### config.mk
export PLATFORM = sky130hd
export DESIGN_NAME = shifter_bist
export DESIGN_NICKNAME = d
export VERILOG_FILES = /design/src/rtl/shifter_bist.sv
export SDC_FILE = /design/constraint.sdc
export NUM_CORES = 1
export LEC_CHECK = 0
export ABC_AREA = 1
export BUFFER_PORTS_ARGS = -buffer_cell sky130_fd_sc_hd__buf_2
export CAP_MARGIN = 20
export CORE_MARGIN = 4
export CORE_UTILIZATION = 40
export DETAILED_ROUTE_END_ITERATION = 8
export PLACE_DENSITY_LB_ADDON = 0.12
export SYNTH_ARGS = -nofsm -noshare
export SYNTH_HDL_FRONTEND = slang
export SYNTH_SLANG_ARGS = --single-unit
### constraint.sdc
create_clock -name clk -period 8.3 [get_ports clk]
set_input_delay 1.66 -clock clk [delete_from_list [all_inputs] [get_ports clk]]
set_output_delay 1.66 -clock clk [all_outputs]
set_load 0.005 [all_outputs]
### src/rtl/shifter_bist.sv
// Self-test engine for the 32-bit barrel shifter: LFSR vector generator,
// bit-serial reference model and result checker. SHIFTER_BIST_STOP_ON_FAIL_EN ends a run at the first mismatch.
module shifter_bist #(
  parameter int          WIDTH       = 32,
  parameter int          NUM_VECTORS = 256,
  parameter logic [31:0] SEED        = 32'hACE1_2024
) (
  input  logic             clk,
  input  logic             rst,
  input  logic             start,
  output logic [WIDTH-1:0] sh_data,
  output logic [7:0]       sh_cmd,
  input  logic [WIDTH-1:0] sh_out,
  output logic             busy,
  output logic             done,
  output logic             pass,
  output logic [15:0]      err_count,
  output logic [15:0]      first_fail_idx,
  output logic [2:0]       dbg_state
);

  // start is a one-cycle request, accepted only in IDLE or DONE; a pulse
  // while busy is dropped with no side effects.
  typedef enum logic [2:0] {
    S_IDLE  = 3'd0,
    S_GEN1  = 3'd1,
    S_GEN2  = 3'd2,
    S_MODEL = 3'd3,
    S_CHECK = 3'd4,
    S_DONE  = 3'd5
  } state_t;

  localparam logic [31:0] TAPS     = 32'h8020_0003;
  localparam logic [15:0] LAST_IDX = 16'(NUM_VECTORS - 1);

  state_t           state_q, state_d;
  logic [31:0]      lfsr_q, lfsr_d;
  logic [WIDTH-1:0] vec_data_q, vec_data_d;
  logic [WIDTH-1:0] sh_data_q, sh_data_d;
  logic [7:0]       sh_cmd_q, sh_cmd_d;
  logic [WIDTH-1:0] model_q, model_d;
  logic [4:0]       cnt_q, cnt_d;
  logic [15:0]      vec_idx_q, vec_idx_d;
  logic [15:0]      err_q, err_d;
  logic [15:0]      ff_q, ff_d;
  logic             busy_q, busy_d;
  logic             done_q, done_d;
  logic             pass_q, pass_d;

  logic [31:0]      lfsr_next;
  logic [7:0]       gen_cmd;
  logic [WIDTH-1:0] model_step;
  logic             mismatch;
  logic             stop;

  always_comb begin
    lfsr_next = {1'b0, lfsr_q[31:1]} ^ (lfsr_q[0] ? TAPS : 32'h0);
    gen_cmd   = lfsr_next[7:0];
    // mode 11 is reserved; clearing bit 7 folds it onto arithmetic
    if (gen_cmd[7:6] == 2'b11) gen_cmd[7] = 1'b0;
  end

  always_comb begin
    model_step = model_q;
    if (sh_cmd_q[7:6] == 2'b10) begin
      model_step = sh_cmd_q[5] ? {model_q[0], model_q[WIDTH-1:1]}
                               : {model_q[WIDTH-2:0], model_q[WIDTH-1]};
    end else if (!sh_cmd_q[5]) begin
      model_step = {model_q[WIDTH-2:0], 1'b0};
    end else if (sh_cmd_q[6]) begin
      model_step = {model_q[WIDTH-1], model_q[WIDTH-1:1]};
    end else begin
      model_step = {1'b0, model_q[WIDTH-1:1]};
    end
  end

  always_comb begin
    state_d    = state_q;
    lfsr_d     = lfsr_q;
    vec_data_d = vec_data_q;
    sh_data_d  = sh_data_q;
    sh_cmd_d   = sh_cmd_q;
    model_d    = model_q;
    cnt_d      = cnt_q;
    vec_idx_d  = vec_idx_q;
    err_d      = err_q;
    ff_d       = ff_q;
    busy_d     = busy_q;
    done_d     = done_q;
    pass_d     = pass_q;
    mismatch   = 1'b0;
    stop       = 1'b0;
    case (state_q)
      S_IDLE, S_DONE: begin
        if (start) begin
          state_d   = S_GEN1;
          lfsr_d    = SEED;
          vec_idx_d = 16'h0;
          err_d     = 16'h0;
          ff_d      = 16'hFFFF;
          busy_d    = 1'b1;
          done_d    = 1'b0;
          pass_d    = 1'b0;
        end
      end
      S_GEN1: begin
        lfsr_d     = lfsr_next;
        vec_data_d = lfsr_next[WIDTH-1:0];
        state_d    = S_GEN2;
      end
      S_GEN2: begin
        lfsr_d    = lfsr_next;
        sh_data_d = vec_data_q;
        sh_cmd_d  = gen_cmd;
        model_d   = vec_data_q;
        cnt_d     = gen_cmd[4:0];
        state_d   = (gen_cmd[4:0] != 5'd0) ? S_MODEL : S_CHECK;
      end
      S_MODEL: begin
        model_d = model_step;
        cnt_d   = cnt_q - 5'd1;
        if (cnt_q == 5'd1) state_d = S_CHECK;
      end
      S_CHECK: begin
        mismatch = (sh_out != model_q);
        if (mismatch) begin
          if (err_q != 16'hFFFF) err_d = err_q + 16'd1;
          if (ff_q == 16'hFFFF) ff_d = vec_idx_q;
        end
        vec_idx_d = vec_idx_q + 16'd1;
`ifdef SHIFTER_BIST_STOP_ON_FAIL_EN
        stop = (vec_idx_q == LAST_IDX) || mismatch;
`else
        stop = (vec_idx_q == LAST_IDX);
`endif
        if (stop) begin
          state_d = S_DONE;
          busy_d  = 1'b0;
          done_d  = 1'b1;
          pass_d  = (err_d == 16'h0);
        end else begin
          state_d = S_GEN1;
        end
      end
      default: state_d = S_IDLE;
    endcase
  end

  always_ff @(posedge clk or posedge rst) begin
    if (rst) begin
      state_q    <= S_IDLE;
      lfsr_q     <= SEED;
      vec_data_q <= '0;
      sh_data_q  <= '0;
      sh_cmd_q   <= 8'h0;
      model_q    <= '0;
      cnt_q      <= 5'd0;
      vec_idx_q  <= 16'h0;
      err_q      <= 16'h0;
      ff_q       <= 16'hFFFF;
      busy_q     <= 1'b0;
      done_q     <= 1'b0;
      pass_q     <= 1'b0;
    end else begin
      state_q    <= state_d;
      lfsr_q     <= lfsr_d;
      vec_data_q <= vec_data_d;
      sh_data_q  <= sh_data_d;
      sh_cmd_q   <= sh_cmd_d;
      model_q    <= model_d;
      cnt_q      <= cnt_d;
      vec_idx_q  <= vec_idx_d;
      err_q      <= err_d;
      ff_q       <= ff_d;
      busy_q     <= busy_d;
      done_q     <= done_d;
      pass_q     <= pass_d;
    end
  end

  assign sh_data        = sh_data_q;
  assign sh_cmd         = sh_cmd_q;
  assign busy           = busy_q;
  assign done           = done_q;
  assign pass           = pass_q;
  assign err_count      = err_q;
  assign first_fail_idx = ff_q;
  assign dbg_state      = state_q;

endmodule

### Word-level counts from Yosys, hierarchy flattened

Index checks and enable logic that the tools add are counted.

| storage, ports and cells | value |
|---|---|
| bits in registers | 195 |
| input port bits | 35 |
| output and inout bits | 78 |
| logic and storage cells | 83 |

| operators by class | value |
|---|---|
| add/sub/neg operators | 3 |
| eq/ne operators | 18 |
| mux-type cells | 33 |
| bitwise logic cells | 1 |
| reductions and logical operators | 14 |

Operator list:

| kind | number |
|---|---|
| $mux W32 | 6 |
| $pmux W32 S2 | 2 |
| $mux W16 | 7 |
| $pmux W16 S2 | 3 |
| $add A16 B1 Y16 const B | 2 |
| $ne A32 B32 Y1 | 1 |
| $xor A31 B32 Y32 | 1 |
| $eq A16 B16 Y1 const B | 1 |
| $eq A16 B8 Y1 const B | 1 |
| $logic_not A16 Y1 | 1 |
| $ne A16 B16 Y1 const B | 1 |
| $pmux W3 S5 | 1 |
| $mux W3 | 4 |
| $ne A2 B2 Y1 const B | 5 |
| $pmux W5 S2 | 1 |
| $reduce_and A2 Y1 | 4 |
| $eq A3 B2 Y1 const B | 2 |
| $eq A3 B3 Y1 const B | 2 |
| $mux W1 | 6 |
| $pmux W1 S2 | 3 |
| $reduce_bool A2 Y1 | 3 |
| $eq A5 B1 Y1 const B | 1 |
| $reduce_bool A5 Y1 | 1 |
| $sub A5 B1 Y5 const B | 1 |
| other kinds (7) | 9 |

### Longest topological paths before layout

| logic depth | value |
|---|---|
| word-level depth | 7 |
| mapped depth | 16 |
| gate-level depth less buffers | 15 |

### Least setup slack after synthesis

OpenSTA, ideal clock, no wires.

| path | value |
|---|---|
| path type | input port to flip-flop |
| start point | input sh_out[4] |
| end point | register pass_q, in the netlist pass |
| data arrival time | 2776 ps |
| data required time | 8183 ps |
| slack | 5406 ps |
| cell stages on the path | 13 |
| buffers on the path | 1 |
| cells stage by stage | xnor2_1 -> nand2_1 -> nor2_1 -> nand2_1 -> nor2_2 -> nand2_4 -> buf_6 -> o21ai_0 -> inv_1 -> nand2_1 -> nor2_1 -> nand3_1 -> nand2_1 |

| on the way | value |
|---|---|
| longest elaborated chain between the ends | 6 |

Ends and longest elaborated chain:

| what | line | text |
|---|---|---|
| from (decl) | 13 | `input logic [WIDTH-1:0] sh_out,` |
| $ne A32 B32 Y1 | 125 | `mismatch = (sh_out != model_q);` |
| $mux W16 | 126 | `if (mismatch) begin` |
| $mux W16 | 93 | `case (state_q)` |
| $logic_not A16 Y1 | 140 | `pass_d = (err_d == 16'h0);` |
| $mux W1 | 136 | `if (stop) begin` |
| $pmux W1 S2 | 93 |  |
| to (signal assigned) | 177 | `pass_q <= pass_d;` |
| to (decl) | 48 | `logic pass_q, pass_d;` |

No other way between the ends. The select of a mux whose other input is x is not followed.
A chain may end at the register's enable or synchronous reset.

### Worst setup path in the final report

| path | value |
|---|---|
| start point | register state_q[2], in the netlist dbg_state[2] |
| end point | register lfsr_q[2] |

| on the way | value |
|---|---|
| longest elaborated chain between the ends | 4 |

Ends and longest elaborated chain:

| what | line | text |
|---|---|---|
| from (decl) | 36 | `state_t state_q, state_d;` |
| from (signal assigned) | 165 | `state_q <= state_d;` |
| $eq A3 B3 Y1 (tied with other cells) | 93 |  |
| $reduce_or A2 Y1 (on tied branches) | - |  |
| $ne A2 B2 Y1 (no source line) / $reduce_bool A2 Y1 (equally long branches) | - |  |
| $reduce_and A2 Y1 (no source line) | - |  |
| to (signal assigned) | 166 | `lfsr_q <= lfsr_d;` |
| to (decl) | 37 | `logic [31:0] lfsr_q, lfsr_d;` |

Parallel ways exist; a longest one is shown, timed or not.

==> metrics <==
status=complete, no violations; switching part of the total=23.04%; CP bufs+invs=4; DR DRC count=0; switching power total=0.4177 mW; setup violators final=0; complex-gate fraction of the synthesized area=13.49%; Reg2Reg Setup Slack=4.58 ns; Hold Violations, Final=0; dominant cell type by area after synthesis=dfrtp_1; flip-flop and latch count after synthesis=195; Pleak=5.500 nW; PortBufs=112; fmax=268.6 MHz; pwr/cell area=168.5 nW/µm²; Layout Cells excl Fill=1,551; delay-heaviest family, CP=simple AND/OR/NAND/NOR gates; Setup crit start kind=register; Final Max Slew Viols=0; simple-gate share of the synthesized area=22.97%; Clock Skew=0.01372 ns; critical path arrival=4.07 ns; hold slack final=0.4695 ns; # diodes=0; CP Cell Sequence=nor2_2 > buf_4 > inv_2 > nor2_4 > inv_2 > nand2_1 > nor2_1 > inv_2 > nor2_1 > a21oi_1; proportion of layout cells with a drive suffix above 1=16.80%; CTS tree=done; Vias per Instance=4.945; total gr overflow=0; Post-Syn Instances=1,135; Post-Place Worst Slack=4.543 ns; H-tree levels=4; Seq pwr share=52.4%; Layout area overhead=14.61%; Final Power=1.813 mW; Synth Area in XOR/XNOR=2.891%; row count=55; combinational share of power=2.5%; Hold Path Class=register to register; RSZ-0062 raised after global routing=no; first-pass GRT wire length=41,260 µm; top_reg_cell synth=dfrtp_1; Max Root-Sink Buffers=2; Slew HR=39.43%; Synth area leaders=dfrtp_1, nand2_1, dfstp_2; Critical Path RT=8.65 ns; DR pass1 iterations=7; DRT iter0 DRCs=600; Avg Cell Area, Syn=8.276 µm²; GRT Util Overall=19.71%; Starting Density=41.11%; cts bufs inserted=17; Die H=161.2 µm; Synth top area share=44.76%; final period utilization=44.86%; syn_nets=1,174; Post-CTS Resized=0; CTS clk-pin slew, worst paths=0.08 ns; largest family of logic cells by synthesized area=simple AND/OR/NAND/NOR gates; critical path type=register to register; Slowest-stage cell, CP=nor2_4; Max VDD drop=0.0001214 V; initial antenna violation count=0; die width=161.2 µm; total wire length=24,880 µm; Final WS setup=4.576 ns; most frequent cell on the critical path=inv_2; max incr delay on CP=0.71 ns; Tightest Pin Transition=0.9065 ns; power share of the clock group=45.1%; crit-path max FO=42; Final TNS setup=0 ns; final instance area=10,770 µm²; element type at the critical path end=register; Antenna Nets Post-Route=0; post-layout util=47.12%; vias in the first global route=7,439; CTS Hold Bufs=0; post-synthesis sequential area ratio=52.31%; placed instance area=10,180 µm²; Die ar.=26,000 µm²; Post-CTS Setup Bufs=0; synth warn=0; Avg WL per Cell=16.04 µm; pin count of the biggest net entering global routing=131; Yosys cell types=43; CTS Sinks=195; later-pin clock latency in the skew report=0.43 ns; via count=7,670; Period minus WS final=3.724 ns; CORE AREA=22,850 µm²; post-synthesis adder-cell area fraction=0.5328%; clk root buf=clkbuf_16; Final #Nets=1,264; EDFF count, synth=0; IO Pins=113; Detailed Place HPWL=18,000 µm; mux cell area share after synthesis=0.1066%; Int Pwr=1.396 mW; Post-Syn Area=9393 µm²; RD Place Congestion=0.9012; max-cap violations=0; share of flip-flops with an asynchronous set or reset=100.0%; Post-Place Cells=1,519
## sequential cells by signal, indices dropped and copies added (netlist names)
register / count
done: 1
cnt_q: 5
dbg_state: 3
model_q: 32
sh_cmd: 8
err_count: 16
busy: 1
lfsr_q: 32
first_fail_idx: 16
pass: 1
sh_data: 32
vec_idx_q: 16
vec_data_q: 32
## power groups by stage
stage	clock [mW]	combinational, mW	sequential, mW
after floorplan	0	0.0264	0.968
after global placement	0	0.0470	0.968
after detailed placement	0	0.0468	0.968
after CTS	0.841	0.0470	0.950
after global routing	0.886	0.0529	0.950
final	0.818	0.0450	0.950
## kinds of logic (layout without fill, tap and decap cells)
logic type / count (synthesis) / in the layout
and+or+nand+nor: 516 / 516
DFF: 195 / 195
buffers and inverters: 184 / 287
xor gates and xnor gates: 31 / 31
muxes: 1 / 1
AOI/OAI and AO/OA: 204 / 204
adders and majority gates: 4 / 4
## worst paths after layout
kind | from | end | cells past startpoint
setup / recovery | dbg_state[2]$_DFFE_PP0P_ | lfsr_q[2]$_DFFE_PP1P_ | 10
hold / removal | sh_data[20]$_DFFE_PP0P_ | sh_data[20]$_DFFE_PP0P_ | 2
setup reg to reg | dbg_state[2]$_DFFE_PP0P_ | lfsr_q[2]$_DFFE_PP1P_ | 10
hold reg to reg | sh_data[20]$_DFFE_PP0P_ | sh_data[20]$_DFFE_PP0P_ | 2
max in group asynchronous | rst | model_q[23]$_DFFE_PP0P_ | 3
min in group asynchronous | rst | vec_idx_q[14]$_DFFE_PP0P_ | 2
## synthesized netlist by cell type, drive strengths merged (2+ instances only)
master / number
inv: 138
nand4: 13
clkbuf: 25
dfrtp: 168
ha: 4
o311ai: 2
a21oi: 15
o22ai: 30
o21a: 3
nand2: 374
o22a: 15
xor2: 9
o21ai: 93
dfstp: 27
o211ai: 20
nand3: 49
xnor2: 22
nor2: 65
o221ai: 16
nor3: 10
a22oi: 8
nor4: 3
buf: 20
## final cells by class
type / count / area (µm²)
fillers: 2338 / 12080
clock buffers: 21 / 483.0
repair buffers: 116 / 590.6
multi-input cells: 756 / 3756
clock inverters: 11 / 101.3
flip-flops and latches: 195 / 4913
inverters: 139 / 529.3
well taps: 313 / 391.6
## tightest hold or removal path: stages, from the launching register on
cell and delay (ns):
dfrtp_1 0.34, nand2_1 0.05, nand2_1 0.05
## cell usage in the layout (no fill, tap or decap), types with 6 or more instances in the layout
master,n
inv_2,11
o21ai_0,92
inv_6,6
nor2_1,55
nand3_1,47
o221ai_1,16
o22a_1,15
buf_2,112
nand2_1,369
o211ai_1,20
o22ai_1,30
clkbuf_16,19
nor2_2,6
nand4_1,12
dfstp_2,27
xor2_1,9
a21oi_1,15
nor3_1,8
xnor2_1,22
dfrtp_1,168
inv_1,126
a22oi_1,8
## per-layer routing
| metal | vias to the layer above | wire [µm] | global-route usage (%) | part of all wire, % |
|---|---|---|---|---|
| met3 | 24 | 902 | 3.343 | 3.6 |
| met1 | 3629 | 12890 | 30.99 | 52 |
| met2 | 154 | 10770 | 28.65 | 43 |
| met5 | - | 0 | 0 | 0 |
| li1 | 3863 | - | - | - |
| met4 | 0 | 319 | 3.994 | 1.3 |
No activity file was read; power rests on OpenSTA's default activity.
